<file path="src/rtl/alu_seq.sv">
// Registered N-bit ALU: single-cycle AND/OR/SUM/SLT plus WIDTH-cycle shift-add unsigned multiply.
// Operand conditioning (Ain/Bin/Cin) applies to every Op; done pulses once per completed operation.
module alu_seq #(
  parameter int WIDTH = 8,
  parameter int CNT_W = $clog2(WIDTH) + 1
) (
  input  logic             clk,
  input  logic             reset,
  input  logic             start,
  input  logic [WIDTH-1:0] a,
  input  logic [WIDTH-1:0] b,
  input  logic             Ain,
  input  logic             Bin,
  input  logic             Cin,
  input  logic [2:0]       Op,
  output logic [WIDTH-1:0] Result,
  output logic             Cout,
  output logic             Ovf,
  output logic             flag,
  output logic             busy,
  output logic             done
);

  typedef enum logic {S_IDLE, S_MULT} state_t;

  localparam logic [2:0] OP_AND = 3'b000;
  localparam logic [2:0] OP_OR  = 3'b001;
  localparam logic [2:0] OP_SUM = 3'b010;
  localparam logic [2:0] OP_SLT = 3'b011;
  localparam logic [2:0] OP_MUL = 3'b100;
  localparam logic [CNT_W-1:0] LAST_ITER = CNT_W'(WIDTH - 1);

  state_t             r_state;
  state_t             w_state_nxt;
  logic [2*WIDTH-1:0] r_mcand;
  logic [2*WIDTH-1:0] r_acc;
  logic [WIDTH-1:0]   r_mplier;
  logic [CNT_W-1:0]   r_cnt;
  logic [WIDTH-1:0]   r_result;
  logic               r_cout;
  logic               r_ovf;
  logic               r_flag;
  logic               r_busy;
  logic               r_done;

  logic [WIDTH-1:0]   w_aout;
  logic [WIDTH-1:0]   w_bout;
  logic [WIDTH:0]     w_sum;
  logic               w_ovf;
  logic [2*WIDTH-1:0] w_acc_step;
  logic               w_load;
  logic               w_mul_start;
  logic [WIDTH-1:0]   w_res_nxt;
  logic               w_cout_nxt;
  logic               w_ovf_nxt;

  assign w_aout = Ain ? ~a : a;
  assign w_bout = Bin ? ~b : b;
  assign w_sum  = {1'b0, w_aout} + {1'b0, w_bout} + {{WIDTH{1'b0}}, Cin};
  assign w_ovf  = (w_aout[WIDTH-1] == w_bout[WIDTH-1]) && (w_sum[WIDTH-1] != w_aout[WIDTH-1]);

  // The final iteration's add is folded in combinationally so the product is ready at E_WIDTH.
  assign w_acc_step = r_mplier[0] ? (r_acc + r_mcand) : r_acc;

  always_comb begin
    w_state_nxt = r_state;
    w_load      = 1'b0;
    w_mul_start = 1'b0;
    w_res_nxt   = '0;
    w_cout_nxt  = 1'b0;
    w_ovf_nxt   = 1'b0;
    case (r_state)
      S_IDLE: begin
        if (start) begin
          if (Op == OP_MUL) begin
            w_mul_start = 1'b1;
            w_state_nxt = S_MULT;
          end else begin
            w_load = 1'b1;
            case (Op)
              OP_AND: w_res_nxt = w_aout & w_bout;
              OP_OR:  w_res_nxt = w_aout | w_bout;
              OP_SUM: begin
                w_res_nxt  = w_sum[WIDTH-1:0];
                w_cout_nxt = w_sum[WIDTH];
                w_ovf_nxt  = w_ovf;
              end
              OP_SLT: begin
                w_res_nxt  = {{(WIDTH-1){1'b0}}, w_sum[WIDTH-1] ^ w_ovf};
                w_cout_nxt = w_sum[WIDTH];
                w_ovf_nxt  = w_ovf;
              end
              default: w_res_nxt = '0;
            endcase
          end
        end
      end
      S_MULT: begin
        if (r_cnt == LAST_ITER) begin
          w_load      = 1'b1;
          w_res_nxt   = w_acc_step[WIDTH-1:0];
          w_cout_nxt  = |w_acc_step[2*WIDTH-1:WIDTH];
          w_state_nxt = S_IDLE;
        end
      end
      default: w_state_nxt = S_IDLE;
    endcase
  end

  always_ff @(posedge clk) begin
    if (reset) begin
      r_state  <= S_IDLE;
      r_mcand  <= '0;
      r_acc    <= '0;
      r_mplier <= '0;
      r_cnt    <= '0;
      r_result <= '0;
      r_cout   <= 1'b0;
      r_ovf    <= 1'b0;
      r_flag   <= 1'b0;
      r_busy   <= 1'b0;
      r_done   <= 1'b0;
    end else begin
      r_state <= w_state_nxt;
      r_busy  <= (w_state_nxt == S_MULT);
      r_done  <= w_load;
      if (w_load) begin
        r_result <= w_res_nxt;
        r_cout   <= w_cout_nxt;
        r_ovf    <= w_ovf_nxt;
        r_flag   <= (w_res_nxt == '0);
      end
      if (w_mul_start) begin
        r_mcand  <= {{WIDTH{1'b0}}, w_aout};
        r_mplier <= w_bout;
        r_acc    <= '0;
        r_cnt    <= '0;
      end else if (r_state == S_MULT) begin
        r_acc    <= w_acc_step;
        r_mcand  <= r_mcand << 1;
        r_mplier <= r_mplier >> 1;
        r_cnt    <= r_cnt + 1'b1;
      end
    end
  end

  assign Result = r_result;
  assign Cout   = r_cout;
  assign Ovf    = r_ovf;
  assign flag   = r_flag;
  assign busy   = r_busy;
  assign done   = r_done;

endmodule

</file>
<file path="config.mk">
export PLATFORM = sky130hd
export DESIGN_NAME = alu_seq
export DESIGN_NICKNAME = d
export VERILOG_FILES = /design/src/rtl/alu_seq.sv
export SDC_FILE = /design/constraint.sdc
export NUM_CORES = 1
export LEC_CHECK = 0
export ABC_AREA = 1
export BUFFER_PORTS_ARGS = -buffer_cell sky130_fd_sc_hd__buf_2
export CAP_MARGIN = 20
export CORE_UTILIZATION = 51
export CTS_CLUSTER_SIZE = 14
export DETAILED_ROUTE_END_ITERATION = 8
export PLACE_DENSITY = 0.81
export SLEW_MARGIN = 20
export SYNTH_ARGS = -nofsm -noshare
export SYNTH_HDL_FRONTEND = slang
export SYNTH_SLANG_ARGS = --single-unit
</file>
<file path="constraint.sdc">
create_clock -name clk -period 2.9 [get_ports clk]
set_input_delay 0.29 -clock clk [delete_from_list [all_inputs] [get_ports clk]]
set_output_delay 0.29 -clock clk [all_outputs]
set_load 0.005 [all_outputs]
</file>
==> results by group, run 1 <==
Status
  – Status: completed

Yosys
  – Synth Net Count: 771
  – Yosys reg bits: 57
  – Post-synth top area share: 0.255
  – Mapped Cells: 711
  – Area contributors post-synth: dfxtp_1 26%, nand2_1 18%, inv_1 10%
  – Synth area leader: dfxtp_1
  – Distinct cell type count after synthesis: 39
  – Avg Cell Area, Syn: roughly 6.3 sq um
  – Sequential area share after synthesis: 0.255
  – Yosys warns: 0
  – Synthesized area: 0.00447 sq mm

Routing
  – Number of DRC markers in iteration 0: 304
  – Wirelength per Cell: 13.3 microns
  – DRC: 0
  – DRT antenna net count: 0
  – DR pass1 iterations: 5
  – Drt total wl: 11,400 microns
  – Via density: 5.24
  – Vias: 4,486

CTS
  – CTS tree: done
  – CTS sink count: 57
  – Clk_lat worst skew: 0.34 ns
  – Clock H-tree levels: 3
  – CTS resizes: 0
  – Clock buffer depth: 2
  – Worst-path clk slew: 0.07 ns
  – CTS root buffer: clkbuf_8
  – Post-CTS setup repair buffer count: 0
  – Num CTS Buffers: 9
  – Hold_buf cts: 0

Placement
  – Placer Congestion: 0.948
  – Port Buffer Count: 37
  – Dpl cells: 840
  – Detailed Place HPWL: 8780 microns

Die
  – Die area: 0.00915 sq mm
  – IO Count: 38
  – Die height: 95.7 microns
  – Core ar.: about 0.0083 sq mm
  – Die width: ~96 microns
  – Initial Util: 0.536
  – Site Rows: 33

Critical path
  – Required time of the critical path: 3.13 ns
  – Most used cell along the critical path: nand2_1
  – Slowest stage delay, CP: just under 0.4 ns
  – Worst Path Arrival: 2.63 ns
  – Crit. End Element: register
  – Crit path buffers/inverters: 0
  – Critical path fanouts, max: 3
  – Worst path top cell family by delay: simple AND/OR/NAND/NOR gates
  – CP max stage cell: fa_1
  – Startpoint class of the critical path: register
  – Crit-path cells: ha_1 > fa_1 > nand2_1 > nand2_2 > nand3_1 > nand2_1 > nand2_1 > nand2_1 > nand2_1 > nand3_1 > nand2_1 > nand2_1 > nor2_1 > nand3_1 > nand2_1 > a21oi_2
  – Setup CP Type: register to register

GRT
  – Largest net degree at the start of global routing: 34
  – Vias in the first global route: slightly below 4,000
  – Initial antenna violation count: 0
  – M2 GR Usage: 0.401
  – All-Layer GR Usage: 0.267
  – First-pass GRT wire length: 18,500 microns
  – Grt ovf: 0
  – Met3 usage: 0.0486
  – Grt peak-use layer: met2
  – Met1 Use GR: 0.373

Power and ir drop
  – Clock power share: 0.351
  – Static Leak: about 2.6 nW
  – Pint: 1.29 mW
  – Switching Share: 0.330
  – Cell area power density: 392 mW/mm^2
  – Gate power share: 0.225
  – Switch Pwr: 0.635 mW
  – Sequential power share: 0.424
  – Final total power: 1.92 mW
  – Worst vdd ir: about 0.00024 V

Min path
  – Type of the worst min-delay path: input pin to register

Cells and area
  – Ant diodes: 0
  – Final core occ: 0.589
  – Area Overhead vs Synth: 9.73%
  – Share of cells above drive strength 1: 0.128
  – Fill count: 826
  – Final layout net count: 806
  – Non-filler cells, final: ~860

Timing
  – Final Hold Fails: 0
  – Tcrit/Tclk final: 0.827
  – Final min period: 2.40 ns
  – Max Clk Rate: 0.417 GHz
  – Tightest Pin Transition: 0.528 ns
  – Worst relative slew slack: 0.648
  – Fin Setup TNS: 0 ns
  – Clock Skew: about 0.013 ns
  – Final Max Slew Viols: 0
  – Final setup viols: 0
  – RSZ-0062 raised after global routing: no

Job
  – Max-cap violations: 0
[cell type report]
type | count | area, sq um | share of cell area
Timing Repair Buffer | 44 | 238 | 0.0484
Sequential cell | 57 | 1140 | 0.232
Tap cell | 105 | 131 | 0.0268
Clock buffer | 10 | 138 | 0.0280
Inverter | 128 | 480 | 0.0979
Multi-Input combinational cell | 506 | 2740 | 0.558
Clock inverter | 6 | 42.5 | 0.00866
[state kept, by name, indices dropped and copies added, names as in the netlist, 4 cells and up]
name      count
r_mcand      16
Result        8
r_acc        16
r_cnt         4
r_mplier      8
[metal layers]
| layer | vias to the layer above | wire [microns] |
|---|---|---|
| met3 | 24 | 832 |
| li1 | 2296 | - |
| met4 | 0 | 297 |
| met2 | 159 | 4890 |
| met1 | 2007 | 5330 |
| met5 | - | 0 |
[logic make-up (layout without fill, tap and decap cells)]
group                    count (synthesis)  in the layout  synth area share
flip-flops                              57             57             0.255
buffers and inverters                  148            188             0.133
AND/OR/NAND/NOR                        371            371             0.359
XOR/XNOR                                19             19            0.0414
adder cells (fa/ha/maj)                 35             35             0.103
AO/OA/AOI/OAI                           81             81             0.109
[cell usage after synthesis (all sizes together)]
| cell | number |
|---|---|
| a21oi | 41 |
| a22oi | 2 |
| and2 | 3 |
| buf | 15 |
| clkbuf | 5 |
| dfxtp | 57 |
| fa | 3 |
| ha | 32 |
| inv | 128 |
| nand2 | 222 |
| nand3 | 51 |
| nand3b | 3 |
| nand4 | 8 |
| nor2 | 65 |
| nor3 | 7 |
| o211ai | 4 |
| o21ai | 18 |
| o21bai | 1 |
| o221ai | 12 |
| o22ai | 3 |
| or2 | 12 |
| xnor2 | 15 |
| xor2 | 4 |
[final timing paths]
kind / from / endpoint / slack (ns) / cells past startpoint
max reg2reg: r_mcand[0] / Cout / 0.50 / 16
min reg2reg: Result[1] / Result[1] / 0.47 / 2
max: r_mcand[0] / Cout / 0.50 / 16
min: reset / r_mcand[0] / 0.27 / 2
[per-stage QoR]
| stage | area, sq um | hold slack (ns) | worst slack, ns |
|---|---|---|---|
| after floorplan | 4470 | 0.440 | 0.470 |
| after global placement | 4730 | 0.459 | 0.350 |
| after detailed placement | 4730 | 0.463 | 0.287 |
| after CTS | 4910 | 0.254 | 0.549 |
| after global routing | 4910 | 0.273 | 0.397 |
| final | 4910 | 0.269 | 0.501 |
[power groups by stage]
stage	logic, mW	clock network (mW)	registers, mW
detailed placement	0.425	0	0.832
global route	0.482	0.731	0.817
finish	0.434	0.675	0.816
global placement	0.418	0	0.832
floorplan	0.320	0	0.829
CTS	0.427	0.698	0.815
[layout by cell type (no fill, tap or decap), types with 5 or more instances in the layout]
master / count
a21oi_1: 38
buf_2: 37
buf_4: 7
clkbuf_8: 10
dfxtp_1: 57
ha_1: 32
inv_1: 120
inv_2: 8
nand2_1: 214
nand3_1: 50
nand4_1: 8
nor2_1: 58
nor2_2: 6
nor3_1: 6
o21ai_0: 13
o221ai_1: 12
or2_1: 5
or2_2: 6
xnor2_1: 14
No activity file was read; power rests on OpenSTA's default activity.
==> inputs of run 2 (changes only) <==
--- a/config.mk
+++ b/config.mk
@@ -5,13 +5,13 @@
 export SDC_FILE = /design/constraint.sdc
 export NUM_CORES = 1
 export LEC_CHECK = 0
-export ABC_AREA = 1
+export ABC_AREA = 0
 export BUFFER_PORTS_ARGS = -buffer_cell sky130_fd_sc_hd__buf_2
 export CAP_MARGIN = 20
 export CORE_UTILIZATION = 51
 export CTS_CLUSTER_SIZE = 14
 export DETAILED_ROUTE_END_ITERATION = 8
-export PLACE_DENSITY = 0.81
+export PLACE_DENSITY = 0.84
 export SLEW_MARGIN = 20
 export SYNTH_ARGS = -nofsm -noshare
 export SYNTH_HDL_FRONTEND = slang
==> constraint.sdc (replaced) <==
create_clock -name clk -period 2.2 [get_ports clk]
set_input_delay 0.22 -clock clk [delete_from_list [all_inputs] [get_ports clk]]
set_output_delay 0.22 -clock clk [all_outputs]
set_load 0.005 [all_outputs]
==> results by group, run 2 <==
Yosys
  – Synth area leader: dfxtp_1
  – Synth Net Count: 554
  – Yosys warns: 0
  – Post-synth top cells: 69 x nor2_1, 57 x dfxtp_1, 32 x ha_1
  – Synthesized area: between 0.004 and 0.005 sq mm
  – Sequential area share after synthesis: 0.278
  – Area contributors post-synth: dfxtp_1 28%, ha_1 9.8%, nor2_1 6.3%
  – Leading cell type by number of instances after synthesis: nor2_1
  – Yosys reg bits: 57
  – Ys async rst share: 0
  – Distinct cell type count after synthesis: 74
  – Post-synth top area share: 0.278
  – Post-synth EDFFs: 0
  – Avg Cell Area, Syn: 8.30 sq um
  – Ys flop type: dfxtp_1
  – Mapped Cells: 494

GRT
  – All-Layer GR Usage: 0.344
  – Largest net degree at the start of global routing: 34
  – First-pass GRT wire length: 22,600 microns
  – Initial antenna violation count: 0
  – Grt ovf: 0
  – Vias in the first global route: 4,744

Cells and area
  – Ant diodes: 0
  – Most frequent cells in the layout: 115 x buf_4, 68 x nor2_1, 53 x dfxtp_1
  – Area Overhead vs Synth: 44.7%
  – Share of cells above drive strength 1: 0.395
  – Area of the multi-input gates: 0.00320 sq mm
  – Fill count: 504
  – Commonest non-fill, non-tap cell in the layout: buf_4
  – Final core occ: 0.764
  – Non-filler cells, final: 745
  – Largest regs: r_acc (16), r_mcand (16)
  – Reg area: approximately 0.0011 sq mm
  – Final layout net count: 698
  – Finished Cell Area: 0.00593 sq mm

CTS
  – CTS tree: done
  – CTS sink count: 57
  – Num CTS Buffers: 9
  – Worst-path clk slew: 0.07 ns
  – Clock buffer depth: 2
  – Clock H-tree levels: 3
  – CTS root buffer: clkbuf_8
  – Clk_lat worst skew: 0.36 ns

Routing
  – Via density: 6.35
  – DRT antenna net count: 0
  – Vias: 4,730
  – Number of DRC markers in iteration 0: 471
  – Wirelength per Cell: between 15 and 20 microns
  – Drt total wl: 14,700 microns
  – DR pass1 iterations: 8
  – DRC: 0

Critical path
  – Required time of the critical path: 2.49 ns
  – Critical path fanouts, max: 3
  – Crit. End Element: register
  – Worst Path Arrival: approximately 2.8 ns
  – Startpoint class of the critical path: register
  – Setup CP Type: register to register

Power and ir drop
  – Static Leak: around 2.6 nW
  – Worst vdd ir: approximately 0.00034 V
  – Final total power: 2.95 mW
  – Cell area power density: approximately 500 mW/mm^2

Placement
  – Placer Congestion: between 0.9 and 1
  – Dpl cells: 710
  – DP Worst Slack: -0.664 ns
  – Port Buffer Count: 37
  – Post-DP Area: 0.00511 sq mm
  – Detailed Place HPWL: 9380 microns

Timing
  – Final Hold Fails: 0
  – Max Clk Rate: 0.395 GHz
  – Tcrit/Tclk final: 1.15
  – Fin Setup TNS: -2.06 ns
  – Worst relative slew slack: 0.589
  – Final Max Slew Viols: 0
  – Tightest Pin Transition: 0.614 ns
  – Setup WS post-layout: -0.334 ns
  – Final min period: 2.53 ns
  – RSZ-0062 raised after global routing: yes
  – Final setup viols: 12
  – Hold Slack: 0.348 ns
  – Clock Skew: 0.00799 ns

Status
  – Violated checks: negative setup slack
  – Status: finished, violations left

Die
  – Die width: 91.7 microns
  – Die height: about 92 microns
  – IO Count: 38
  – Die area: 0.00840 sq mm
  – Site Rows: 32
  – Initial Util: 0.528
  – Core ar.: 0.00777 sq mm

Min path
  – Type of the worst min-delay path: input pin to register

Job
  – Max-cap violations: 0
run 2: changes by cell type after synthesis, moves of 11 or more:
cell      previous run  this run
xor2_1               4        21
nor2_1              58        69
mux2i_1              0        15
a211oi_1             0        18
nand3_1             50        15
inv_1              120        27
a222oi_1             0        14
nand2_1            214        31
a21oi_1             38        20
run 2: area by class of cell:
cell class,instances,area share
clock buffers,12,0.0278
clock inverters,4,0.00844
inverters,28,0.0177
multi-input cells,385,0.540
flip-flops and latches,57,0.193
well taps,102,0.0215
repair buffers,157,0.192
run 2: final timing paths:
path / from / endpoint / slack (ns) / cells after the start
worst min register to register: Result[0] / Result[0] / 0.46 / 2
worst max-delay path: r_acc[5] / Cout / -0.33 / 9
worst min-delay path: reset / Result[2] / 0.35 / 2
worst max register to register: r_acc[5] / Cout / -0.33 / 9
run 2: routing by layer:
layer / wire [microns] / vias to the layer above / GRT usage
met4: 895 / 0 / 0.237
met3: 1010 / 96 / 0.0605
li1: - / 2113 / -
met2: 7290 / 274 / 0.594
met5: 0 / - / 0
met1: 5530 / 2247 / 0.383
run 2: worst max-delay path: stages (launching register included):
cell and delay (ns):
dfxtp_1 0.35, ha_1 0.32, and2_4 0.17, buf_4 0.10
nand3_2 0.12, a2111o_1 0.49, a31oi_2 0.30, o22ai_2 0.13
mux2_4 0.32, a41oi_2 0.16
run 2: cells by family (layout without fill, tap and decap cells):
kind of cell	count (synthesis)	after routing	share of synthesized area
and+or+nand+nor	169	169	0.200
AOI/OAI and AO/OA	134	134	0.250
DFF	57	57	0.278
buffers and inverters	52	201	0.0500
adders and majority gates	35	35	0.112
xor gates and xnor gates	27	27	0.0577
muxes	20	20	0.0513
run 2: repair_timing:
action	4_1_cts	5_1_grt
pin swaps	32	24
hold buffers	0	0
endpoints found under the hold margin	0	0
endpoints found under the setup margin	12	17
resized for setup	55	33
buffers inserted	14	5
run 2: report_power, final:
| group | internal (mW) | switching (mW) |
|---|---|---|
| Clock | 0.613 | 0.464 |
| Sequential | 1.06 | 0.0197 |
| Combinational | 0.385 | 0.411 |
| Total | 2.06 | 0.894 |
